### src/rtl/button_pkg.sv
// button_pkg: channel count and bit indices shared by the button conditioner.
package button_pkg;
    localparam int BTN_COUNT   = 6;
    localparam int BTN_UP      = 0;
    localparam int BTN_DOWN    = 1;
    localparam int BTN_LEFT    = 2;
    localparam int BTN_RIGHT   = 3;
    localparam int BTN_PAUSE   = 4;
    localparam int BTN_RESTART = 5;
endpackage

### src/rtl/debounce_channel.sv
// debounce_channel: 2-FF synchroniser, tick-qualified debounce and rising-edge pulse for one button.
module debounce_channel #(
    parameter int STABLE_SAMPLES = 4
) (
    input  logic clk,
    input  logic rst,
    input  logic i_raw,
    input  logic i_tick,
    output logic o_level,
    output logic o_press
);
    localparam int CW = $clog2(STABLE_SAMPLES + 1);
    localparam logic [CW-1:0] LAST = CW'(STABLE_SAMPLES - 1);
    logic [1:0] sync_q;
    logic level_q, level_d, prev_q, press_q, diff;
    logic [CW-1:0] cnt_q, cnt_d;
    always_comb begin
        diff    = sync_q[1] != level_q;
        level_d = (i_tick && diff && cnt_q == LAST) ? sync_q[1] : level_q;
        cnt_d   = !i_tick ? cnt_q : (!diff || cnt_q == LAST) ? '0 : cnt_q + 1'b1;
    end
    always_ff @(posedge clk) begin
        if (rst) begin
            sync_q  <= '0;
            level_q <= 1'b0;
            cnt_q   <= '0;
            prev_q  <= 1'b0;
            press_q <= 1'b0;
        end else begin
            sync_q  <= {sync_q[0], i_raw};
            level_q <= level_d;
            cnt_q   <= cnt_d;
            prev_q  <= level_q;
            press_q <= level_q & ~prev_q;
        end
    end
    assign o_level = level_q;
    assign o_press = press_q;
endmodule

### src/rtl/button_conditioner.sv
// button_conditioner: synchronise, debounce and edge-detect six player buttons.
// Define BUTTON_PAUSE_TOGGLE_EN to turn the pause button into a latched toggle.
module button_conditioner
    import button_pkg::*;
#(
    parameter int PRESCALE       = 25000,
    parameter int STABLE_SAMPLES = 4
) (
    input  logic                 clk,
    input  logic                 rst,
    input  logic [BTN_COUNT-1:0] i_btn_raw,
    output logic                 o_up,
    output logic                 o_down,
    output logic                 o_left,
    output logic                 o_right,
    output logic                 o_restart,
    output logic                 o_pause,
    output logic [BTN_COUNT-1:0] o_press
);
    localparam int PW = $clog2(PRESCALE);
    localparam logic [PW-1:0] PMAX = PW'(PRESCALE - 1);
    logic [PW-1:0] presc_q, presc_d;
    logic tick;
    logic [BTN_COUNT-1:0] level;
    always_comb begin
        tick    = presc_q == PMAX;
        presc_d = tick ? '0 : presc_q + 1'b1;
    end
    always_ff @(posedge clk) begin
        if (rst) presc_q <= '0;
        else     presc_q <= presc_d;
    end
    for (genvar i = 0; i < BTN_COUNT; i++) begin : g_ch
        debounce_channel #(.STABLE_SAMPLES(STABLE_SAMPLES)) u_ch (
            .clk    (clk),
            .rst    (rst),
            .i_raw  (i_btn_raw[i]),
            .i_tick (tick),
            .o_level(level[i]),
            .o_press(o_press[i])
        );
    end
    assign o_up      = level[BTN_UP];
    assign o_down    = level[BTN_DOWN];
    assign o_left    = level[BTN_LEFT];
    assign o_right   = level[BTN_RIGHT];
    assign o_restart = level[BTN_RESTART];
`ifdef BUTTON_PAUSE_TOGGLE_EN
    logic pause_q, pause_d;
    // A restart press overrides a simultaneous pause press.
    always_comb pause_d = o_press[BTN_RESTART] ? 1'b0 : pause_q ^ o_press[BTN_PAUSE];
    always_ff @(posedge clk) begin
        if (rst) pause_q <= 1'b0;
        else     pause_q <= pause_d;
    end
    assign o_pause = pause_q;
`else
    assign o_pause = level[BTN_PAUSE];
`endif
endmodule
### config.mk
export PLATFORM = sky130hd
export DESIGN_NAME = button_conditioner
export DESIGN_NICKNAME = d
export VERILOG_FILES = /design/src/rtl/button_pkg.sv /design/src/rtl/debounce_channel.sv /design/src/rtl/button_conditioner.sv
export SDC_FILE = /design/constraint.sdc
export NUM_CORES = 1
export LEC_CHECK = 0
export CORE_AREA = 2 2 82 84
export CTS_CLUSTER_SIZE = 30
export DETAILED_ROUTE_END_ITERATION = 10
export DIE_AREA = 0 0 84 86
export SLEW_MARGIN = 25
export SYNTH_ARGS = -nofsm -noshare
export SYNTH_HDL_FRONTEND = slang
export SYNTH_SLANG_ARGS = --single-unit
### constraint.sdc
create_clock -name clk -period 6 [get_ports clk]
set_input_delay 0.9 -clock clk [delete_from_list [all_inputs] [get_ports clk]]
set_output_delay 0.9 -clock clk [all_outputs]
set_load 0.02 [all_outputs]
==> results of run 1 <==
logic make-up (layout without fill, tap and decap cells):
group	Yosys count	count (layout)	share of synthesized area
AND/OR/NAND/NOR	105	105	0.2263
AO/OA/AOI/OAI	34	34	0.08266
flip-flops	63	63	0.5081
buffers and inverters	31	53	0.05746
adder cells (fa/ha/maj)	13	13	0.06553
XOR/XNOR	17	17	0.05998
metal layers:
metal	GRT usage	up-vias	wire [um]
li1	-	926	-
met3	0.04909	9	187
met5	0	-	0
met2	0.1993	26	1872
met4	0.07478	0	104
met1	0.1408	805	1883
state kept, by name, summed over array words and instances (netlist names):
signal             count
g_ch.u_ch.prev_q       6
presc_q               15
g_ch.u_ch.sync_q      12
g_ch.u_ch.o_press      6
g_ch.u_ch.cnt_q       18
g_ch.u_ch.o_level      6
worst max-delay path: cells and delay by family:
kind | cells | cell delay, ps
buffers and inverters | 3 | 1060
AND/OR/NAND/NOR | 2 | 510
cell usage after synthesis:
cell,number
a21oi_1,26
a41o_1,6
and3_1,1
buf_2,2
buf_4,6
clkbuf_1,6
clkbuf_2,1
dfxtp_1,63
ha_1,13
inv_1,16
nand2_1,30
nand2b_1,6
nand3_1,3
nand4_1,2
nand4b_1,6
nor2_1,20
nor2b_1,12
nor3_1,3
nor4_1,3
nor4_2,1
o31ai_1,2
or3_1,13
or4_1,3
or4_4,1
or4b_4,1
xnor2_1,9
xor2_1,8
area by class of cell:
class,count,area (um2)
clock buffer,12,135.1
timing repair buffer,21,205.2
fill,625,3371
sequential,63,1261
multi-input combinational,169,1079
inverter,16,60.06
clock inverter,4,70.07
tap,77,96.34
power breakdown:
part / internal (mW) / switching [mW] / leakage (nW)
registers: 0.424 / 0.00293 / 0.510
logic: 0.00886 / 0.00960 / 0.569
clock network: 0.233 / 0.152 / 0.104
cell usage in the layout, fill, tap and decap left out:
| master | synthesis | final |
|---|---|---|
| or4_4 | 1 | 1 |
| bufinv_16 | 0 | 2 |
| nor3_1 | 3 | 3 |
| clkdlybuf4s50_1 | 0 | 19 |
| inv_1 | 16 | 16 |
| nand2b_1 | 6 | 6 |
| nand2_1 | 30 | 30 |
| xor2_1 | 8 | 8 |
| nor4_1 | 3 | 3 |
| nor2_1 | 20 | 20 |
| or4_1 | 3 | 3 |
| dfxtp_1 | 63 | 63 |
| nor4_2 | 1 | 1 |
| clkbuf_8 | 0 | 9 |
| clkinv_2 | 0 | 2 |
| or4b_4 | 1 | 1 |
| and3_1 | 1 | 1 |
| nor2b_1 | 12 | 12 |
| ha_1 | 13 | 13 |
| xnor2_1 | 9 | 9 |
| o31ai_1 | 2 | 2 |
| a41o_1 | 6 | 6 |
| nand4b_1 | 6 | 6 |
| clkbuf_1 | 6 | 3 |
| nand4_1 | 2 | 2 |
| a21oi_1 | 26 | 26 |
| or3_1 | 13 | 13 |
| buf_4 | 6 | 2 |
| nand3_1 | 3 | 3 |
path summary, 6_finish.rpt:
check	slack, ps	cells after the start	to	start
worst min register to register	380	1	g_ch[0].u_ch.o_press	g_ch[0].u_ch.prev_q
worst max register to register	3800	5	presc_q[7]	presc_q[0]
worst min-delay path	380	1	g_ch[0].u_ch.o_press	g_ch[0].u_ch.prev_q
worst max-delay path	3740	5	presc_q[7]	rst
stage by stage:
stage                     worst slack [ps]  area, um2    util
after floorplan                       3953       2482       -
after global placement                3352       2701  0.4303
after detailed placement              3319       2701  0.4303
after CTS                             3683       2907  0.4630
after global routing                  3555       2907  0.4630
final                                 3740       2907  0.4630
==> summary.md, run 1 <==
| Metric | Value |
|---|---|
| Initial Util | 0.3955 |
| Crit path max fanout | 32 |
| Die area | a little over 7000 um2 |
| Yosys top cell area share | 0.5081 |
| CTS tree | done |
| Arrival @ worst endpoint | roughly 2500 ps |
| Final setup violation count | 0 |
| Tot Pwr | around 0.83 mW |
| MaxCap Viol Count | 0 |
| First drt pass iteration count | 4 |
| Row count | 29 |
| Root Buffer | clkbuf_8 |
| Pwr per Cell Area | roughly 290 nW/um2 |
| CP cell instances | clkdlybuf4s50_1 -> buf_4 -> inv_1 -> nand2_1 -> nor2_1 |
| Fraction of layout cells with a size suffix above 1 | 0.06316 |
| Post-Synthesis Cells | 263 |
| Distinct cells, synth | 27 |
| HP Class | reg -> reg |
| Core Region | ~6300 um2 |
| #FFs+latches synth | between 60 and 70 |
| All-Layer GR Usage | 0.1245 |
| CP Class | in -> reg |
| Largest net degree at the start of global routing | 33 |
| Synth-to-Final Area Change | 17.09% |
| Global-route wire length before repair | 6.955 mm |
| Clock input transition at the sequential cells of the worst setup and hold paths | around 60 ps |
| Finished Layout Cells | 362 |
| Slew Viols, Final | 0 |
| Final min period | ~2300 ps |
| Avg WL per Cell | 11.18 um |
| Worst EP required | 6210 ps |
| Critical Path Source Type | input pin |
| Overflow left after global routing | 0 |
| Status | finished clean |
| Synth area leader | dfxtp_1 |
| Vias in the first global route | around 1600 |
| Max incr delay on CP | about 460 ps |
| TritonCTS Buffers | 9 |
| Clock Path Buffers | 2 |
| Warnings, synthesis | 0 |
| CP Capture Type | flop |
| Final Hold Viols | 0 |
| Mean Syn Cell Area | about 9.4 um2 |
| # port buffers | 19 |
| Hpwl dp | 2.701 mm |
| Crit share post-route | 0.3767 |
| Post-Route WL | 4.048 mm |
| Critical path's slowest cell | clkdlybuf4s50_1 |
| Initial antenna violation count | 0 |
| Setup bufs post-CTS | 0 |
| Rel. slew slack | 0.7179 |
| Mapped Area | roughly 2500 um2 |
| Leak pwr | about 1.2 nW |
| N_diodes | 0 |
| Peak Freq | approximately 0.44 GHz |
| CTS resizes | 0 |
| DRC viols | 0 |
| Starting DRC count in detailed routing | 44 |
| Clk sink count | 63 |
| WHS | ~380 ps |
| CTS H-tree lvls | 3 |
| Placer Congestion | approximately 0.73 |
| Syn Nets | about 280 |
| Top cells by area, synth | dfxtp_1 51%, ha_1 6.6%, a21oi_1 5.2% |
| Register area share after synthesis | 0.5081 |
| DP Cell Count | roughly 350 |
| # IOs | 20 |
| Clk_skew | roughly 8 ps |
| Avg Vias per Cell | roughly 4.9 |
| Worst-Margin Slew | 422.1 ps |
| Die height | between 80 and 90 um |
| Worst-skew pair later-pin latency | 340 ps |
| Hold-fix buffers at CTS | 0 |
| Peak supply drop | 111.9 uV |
| Antenna Nets Post-Route | 0 |
| RSZ-0062 raised after global routing | no |
| Layout Nets | 301 |
| Die width | ~84 um |
| Setup_tns | 0 ps |
| Vias | ~1800 |
No activity file was read; power rests on OpenSTA's default activity.
==> run 2, diff against run 1 <==
clock period = 2 ns   (was 6 ns; I/O delays follow)
==> run 2 against run 1 <==
Against the previous run: the run now ends with setup timing left; sequential share of layout area decreased by 2.9 points; die area unchanged; wire length increased by 13%; sequential power increased to 3.0 times the previous value; critical path depth decreased by 1; utilization increased by 3.5 points; hold slack improved by 1.0 ps; first-iteration DRC count increased by 110%; total power increased to 3.1 times the previous value; sequential cell count unchanged; clock skew increased by 4.1 ps; via count increased by 4.5%.
==> summary.md, run 2 (synthesis gave the netlist of run 1 again) <==
| Metric | Value |
|---|---|
| Status | complete, but fails checks |
| Failing checks | setup timing |
| Worst EP required | 2260 ps (-3950 ps) |
| Fillers | 583 (-6.7%) |
| Setup_tns | -184.1 ps (-184.1 ps) |
| Antenna Nets Post-Route | 0 (unchanged) |
| All-Layer GR Usage | 0.1369 (+0.01239) |
| MaxCap Viol Count | 0 (unchanged) |
| Die area | 7224 um2 (unchanged) |
| Final setup violation count | 10 (+10) |
| # port buffers | 19 (unchanged) |
| Clk_skew | 12.14 ps (+4.124 ps) |
| Cell mode on critical path | or4_4 |
| Post-Route WL | 4.572 mm (+13%) |
| Peak Freq | between 0.4 and 0.5 GHz |
| Clock Path Buffers | 2 (unchanged) |
| # IOs | 20 (unchanged) |
| Final min period | roughly 2000 ps |
| Worst-skew pair later-pin latency | 330 ps (about the same) |
| Final Hold Viols | 0 (unchanged) |
| Die width | 84 um (unchanged) |
| Pwr per Cell Area | 815.1 nW/um2 (+190%) |
| Overflow left after global routing | 0 (unchanged) |
| CP Buf/Inv Count | 0 (-3) |
| DP Cell Count | 361 (+4.3%) |
| Leak pwr | 1.289 nW (+8.9%) |
| Hpwl dp | 2.781 mm (+3.0%) |
| Hold-fix buffers at CTS | 0 (unchanged) |
| Critical path's slowest cell | or4_4 |
| Max reg flops | 18 (unchanged) |
| Crit share post-route | 1.023 |
| Crit path max fanout | 7 (-78%) |
| Starting DRC count in detailed routing | 91 (+110%) |
| DRC viols | 0 (unchanged) |
| Arrival @ worst endpoint | 2310 ps (-170 ps) |
| Critical Path Source Type | flop |
| CP Class | reg -> reg |
| Initial Util | 0.3955 (unchanged) |
| Layout Nets | 320 (+6.3%) |
| CTS tree | done |
| CP delay by family, top | simple AND/OR/NAND/NOR gates |
| Largest net degree at the start of global routing | 32 (-3.0%) |
| Avg Vias per Cell | 4.845 (-0.68%) |
| Die height | 86 um (unchanged) |
| M3 GR Usage | 0.03754 (-0.01155) |
| Core Region | 6277 um2 (unchanged) |
| First drt pass iteration count | 4 (unchanged) |
| M2 GR Usage | 0.2211 (+0.02182) |
| Slew Viols, Final | 0 (unchanged) |
| WHS | 382.2 ps (+1.001 ps) |
| Placer Congestion | 0.7516 (+2.4%) |
| Max incr delay on CP | 610 ps (+150 ps) |
| Most frequent cells in the layout | 61 x dfxtp_1, 30 x nand2_1, 24 x a21oi_1 |
| Global-route wire length before repair | 7.762 mm (+12%) |
| Fraction of layout cells with a size suffix above 1 | 0.1546 (+0.09145) |
| Met1 Use GR | 0.1663 (+0.02546) |
| CP Capture Type | flop |
| Initial antenna violation count | 0 (unchanged) |
| Commonest non-fill, non-tap cell in the layout | dfxtp_1 |
| GRT busiest layer | met2 |
| Peak supply drop | 556.6 uV (+400%) |
| Rel. slew slack | 0.6623 (-0.05568) |
| CTS H-tree lvls | 3 (unchanged) |
| Vias in the first global route | 1744 (+9.3%) |
| Finished Layout Cells | 381 (+5.2%) |
| Clk sink count | 63 (unchanged) |
| Root Buffer | clkbuf_8 |
| RSZ-0062 raised after global routing | yes |
| Clock input transition at the sequential cells of the worst setup and hold paths | 70 ps (about the same) |
| Vias | 1846 (+4.5%) |
| Worst-Margin Slew | 506.0 ps (+83.98 ps) |
| Final Worst Setup Slack | -45.10 ps (-3785 ps) |
| Most flop-heavy register | g_ch.u_ch.cnt_q |
| Avg WL per Cell | 12.00 um (+7.3%) |
| N_diodes | 0 (unchanged) |
| TritonCTS Buffers | 9 (unchanged) |
| CP cell instances | or4_4 -> or4_4 -> or3_1 -> a21oi_1 |
| Row count | 29 (unchanged) |
| Synth-to-Final Area Change | 25.86% |
| Biggest regs | g_ch.u_ch.cnt_q (18), presc_q (15), g_ch.u_ch.sync_q (12) |
| HP Class | reg -> reg |
[run 2: changes by cell type in the layout (fill, tap and decap cells not counted), moves of 3 or more]
cell and change:
buf_4 +12, buf_6 +4, clkbuf_1 -3, or4_4 +3
[run 2: path summary, 6_finish.rpt]
kind | start | endpoint | slack, ps | cells after the start
setup / recovery | presc_q[3] | g_ch[3].u_ch.cnt_q[2] | -50 | 4
hold / removal | g_ch[2].u_ch.prev_q | g_ch[2].u_ch.o_press | 380 | 1
setup reg to reg | presc_q[3] | g_ch[3].u_ch.cnt_q[2] | -50 | 4
hold reg to reg | g_ch[2].u_ch.prev_q | g_ch[2].u_ch.o_press | 380 | 1
[run 2: repair_timing]
| action | 4_1_cts | 5_1_grt |
|---|---|---|
| buffers inserted | 0 | 2 |
| pin swaps | 4 | 7 |
| gates resized for setup | 2 | 8 |
| gates cloned | 2 | 0 |
| setup endpoints to repair | 12 | 26 |
[run 2: per-layer routing]
layer  vias to the layer above  wire, um
met5                         -         0
met4                         0        91
met3                         9       117
met2                        26      2065
met1                       848      2298
li1                        963         -
[run 2: power breakdown]
| part | internal [mW] | switching, mW |
|---|---|---|
| clock | 0.703 | 0.499 |
| sequential | 1.27 | 0.00724 |
| combinational | 0.0331 | 0.0348 |
[run 2: area by class of cell]
| class | count | area (um2) | area share |
|---|---|---|---|
| sequential | 63 | 1264 | 0.4045 |
| tap | 77 | 96.34 | 0.03084 |
| multi-input combinational | 171 | 1122 | 0.3592 |
| clock inverter | 7 | 97.59 | 0.03124 |
| clock buffer | 9 | 123.9 | 0.03965 |
| timing repair buffer | 38 | 360.3 | 0.1153 |
| inverter | 16 | 60.06 | 0.01922 |
[run 2: metrics by stage]
stage | worst slack, ps | power (mW) | area (um2) | util
2_1_floorplan | -11.54 | 1.340 | 2499 | -
3_5_place_dp | -80.71 | 1.373 | 2820 | 0.4493
3_3_place_gp | -51.35 | 1.372 | 2820 | 0.4493
6_report | -45.10 | 2.547 | 3124 | 0.4977
5_1_grt | -99.68 | 2.643 | 3124 | 0.4977
4_1_cts | -32.58 | 2.583 | 3064 | 0.4881
==> run 3, diff against run 2 <==
ABC_AREA = 1   (was unset)
CORE_AREA = 2 2 86 88   (was 2 2 82 84)
DIE_AREA = 0 0 88 90   (was 0 0 84 86)
clock period = 2.5 ns   (was 2 ns; I/O delays follow)
==> run 3 against run 2 <==
Against the previous run: the flow now finishes without violations; count of clock-buffer cells in the layout unchanged; register-to-register slack gained 720 ps; sequential power is 20% lower; hold slack improved by 5.9 ps; die area rose by 9.6%; critical path depth increased by 4; utilization fell by 5.1 points; critical endpoint is now g_ch[1].u_ch.cnt_q[0]; largest cell class unchanged.
==> summary.md, run 3 <==
| Metric | Value |
|---|---|
| Worst EP required | 2740 ps (+480 ps) |
| Leak pwr | 1.293 nW (+0.32%) |
| Most flop-heavy register | g_ch.u_ch.cnt_q |
| Worst-Margin Slew | 456.3 ps (-49.74 ps) |
| Worst-skew pair later-pin latency | 350 ps (+20 ps) |
| RSZ-0062 raised after global routing | no |
| Starting DRC count in detailed routing | 87 (-4.4%) |
| Ys async rst share | 0 (unchanged) |
| HP Class | reg -> reg |
| Row count | 31 (+6.9%) |
| Max reg flops | 18 (unchanged) |
| DRC viols | 0 (unchanged) |
| Synth-to-Final Area Change | 15.93% |
| TritonCTS Buffers | 9 (unchanged) |
| Crit path max fanout | 20 (+13) |
| Global-route wire length before repair | 8.673 mm (+12%) |
| Avg WL per Cell | 10.35 um (-14%) |
| Clk_skew | 10.01 ps (-2.124 ps) |
| CTS H-tree lvls | 3 (unchanged) |
| Peak supply drop | 368.4 uV (-34%) |
| Hpwl dp | 3.613 mm (+30%) |
| Most frequent cells in the layout | 72 x nand2_1, 68 x nor2_1, 63 x dfxtp_1 |
| Vias | 2175 (+18%) |
| Die height | 90 um (+4.7%) |
| Slew Viols, Final | 0 (unchanged) |
| Distinct cells, synth | 22 (-19%) |
| Placer Congestion | 0.8670 (+15%) |
| First drt pass iteration count | 4 (unchanged) |
| CTS tree | done |
| CP Class | reg -> reg |
| Vias in the first global route | 2003 (+15%) |
| Biggest regs | g_ch.u_ch.cnt_q (18), presc_q (15), g_ch.u_ch.sync_q (12) |
| Setup bufs post-CTS | 0 (unchanged) |
| # port buffers | 19 (unchanged) |
| Clk sink count | 63 (unchanged) |
| #FFs+latches synth | 63 (unchanged) |
| CP Capture Type | flop |
| Arrival @ worst endpoint | 2070 ps (-240 ps) |
| Critical Path Source Type | flop |
| Layout Nets | 406 (+27%) |
| Reg2reg path depth | 8 (+4) |
| Warnings, synthesis | 0 (unchanged) |
| Clock Path Buffers | 2 (unchanged) |
| Post-synth top cells | 72 x nand2_1, 68 x nor2_1, 63 x dfxtp_1 |
| All-Layer GR Usage | 0.1440 (+0.007099) |
| Count leader, synth | nand2_1 |
| Clock input transition at the sequential cells of the worst setup and hold paths | 70 ps (about the same) |
| Pwr per Cell Area | 623.1 nW/um2 (-24%) |
| Fraction of layout cells with a size suffix above 1 | 0.07436 (-0.08025) |
| Status | finished clean |
| Core Region | 7020 um2 (+12%) |
| Fillers | 719 (+23%) |
| Initial antenna violation count | 0 (unchanged) |
| Crit share post-route | 0.7311 (-0.2915) |
| Die area | 7920 um2 (+9.6%) |
| Hold depth | 1 (unchanged) |
| Peak Freq | 0.5471 GHz (+12%) |
| Number of synthesized flops with an enable pin | 0 (unchanged) |
| Hold-fix buffers at CTS | 0 (unchanged) |
| Initial Util | 0.3850 (-0.01050) |
| Largest net degree at the start of global routing | 26 (-19%) |
| Overflow left after global routing | 0 (unchanged) |
| Final min period | 1828 ps (-217.4 ps) |
| WHS | 388.1 ps (+5.870 ps) |
| Die width | 88 um (+4.8%) |
| Top cells by area, synth | dfxtp_1 47%, nand2_1 10%, nor2_1 9.4% |
| Synth area leader | dfxtp_1 |
| Commonest non-fill, non-tap cell in the layout | nand2_1 |
| Synth Flop Type | dfxtp_1 |
| Final setup violation count | 0 (-10) |
| Yosys top cell area share | 0.4667 (-0.04140) |
| Mean Syn Cell Area | 7.384 um2 (-22%) |
| MaxCap Viol Count | 0 (unchanged) |
| Post-Synthesis Cells | 366 (+39%) |
| Root Buffer | clkbuf_8 |
| Final Hold Viols | 0 (unchanged) |
| Post-Route WL | 5.060 mm (+11%) |
| N_diodes | 0 (unchanged) |
| Syn Nets | 387 (+36%) |
| # IOs | 20 (unchanged) |
| Register area share after synthesis | 0.4667 (-0.04140) |
| Mapped Area | 2703 um2 (+8.9%) |
| CTS resizes | 0 (-2) |
| Avg Vias per Cell | 4.448 (-8.2%) |
| Antenna Nets Post-Route | 0 (unchanged) |
| Setup_tns | 0 ps (+184.1 ps) |
| Rel. slew slack | 0.6955 (+0.03320) |
run 3: cell count changes after synthesis, sizes merged, moves of 7 or more:
cell | before | now
nand2 | 30 | 74
o21ai | 0 | 13
nor2b | 12 | 0
nor2 | 20 | 73
inv | 16 | 56
nand3 | 3 | 31
xnor2 | 9 | 2
or3 | 13 | 0
a21oi | 26 | 11
run 3: metal layers:
metal  share of wire  global-route usage
met1            0.48              0.1783
met2            0.46              0.2197
met3           0.036             0.05418
met4           0.024             0.06538
met5               0                   0
run 3: stage by stage:
| stage | area [um2] | power, mW | setup slack (ps) | utilization | instances |
|---|---|---|---|---|---|
| 2_1_floorplan | 2703 | 1.088 | 1115 | - | 366 |
| 3_3_place_gp | 2937 | 1.106 | 634.2 | 0.4183 | 473 |
| 3_5_place_dp | 2937 | 1.107 | 646.3 | 0.4183 | 473 |
| 4_1_cts | 3133 | 1.977 | 659.9 | 0.4463 | 489 |
| 5_1_grt | 3133 | 2.042 | 486.4 | 0.4463 | 489 |
| 6_report | 3133 | 1.952 | 672.3 | 0.4463 | 489 |
run 3: kinds of logic after synthesis:
| logic type | after synthesis | synth area share |
|---|---|---|
| DFF | 63 | 0.4667 |
| xor gates and xnor gates | 6 | 0.01944 |
| AOI/OAI and AO/OA | 24 | 0.04444 |
| adders and majority gates | 13 | 0.06019 |
| and+or+nand+nor | 189 | 0.2921 |
| buffers and inverters | 71 | 0.1171 |
run 3: worst paths after layout:
kind / from / endpoint / slack (ps)
min: g_ch[3].u_ch.prev_q / g_ch[3].u_ch.o_press / 390
max: presc_q[0] / g_ch[1].u_ch.cnt_q[0] / 670
min reg2reg: g_ch[3].u_ch.prev_q / g_ch[3].u_ch.o_press / 390
max reg2reg: presc_q[0] / g_ch[1].u_ch.cnt_q[0] / 670
run 3: report_power, final:
group	switching, mW	internal (mW)
clock network	0.409	0.461
logic	0.0373	0.0226
registers	0.00673	1.02
total	0.453	1.50
run 3: area by class of cell:
type	count	area (um2)	area share
timing repair buffer	22	212.7	0.06789
multi-input combinational	232	1125	0.3590
tap	99	123.9	0.03954
sequential	63	1261	0.4026
inverter	57	214.0	0.06829
clock buffer	9	123.9	0.03954
clock inverter	7	72.57	0.02316
run 3: critical path, cell delays in order (launching register included):
cell and delay (ps):
dfxtp_1 350, ha_1 220, nand4_1 160, nor2_4 200, nand2_2 90, nand2_2 330, inv_2 220, nand2_1 100
nand2_1 50
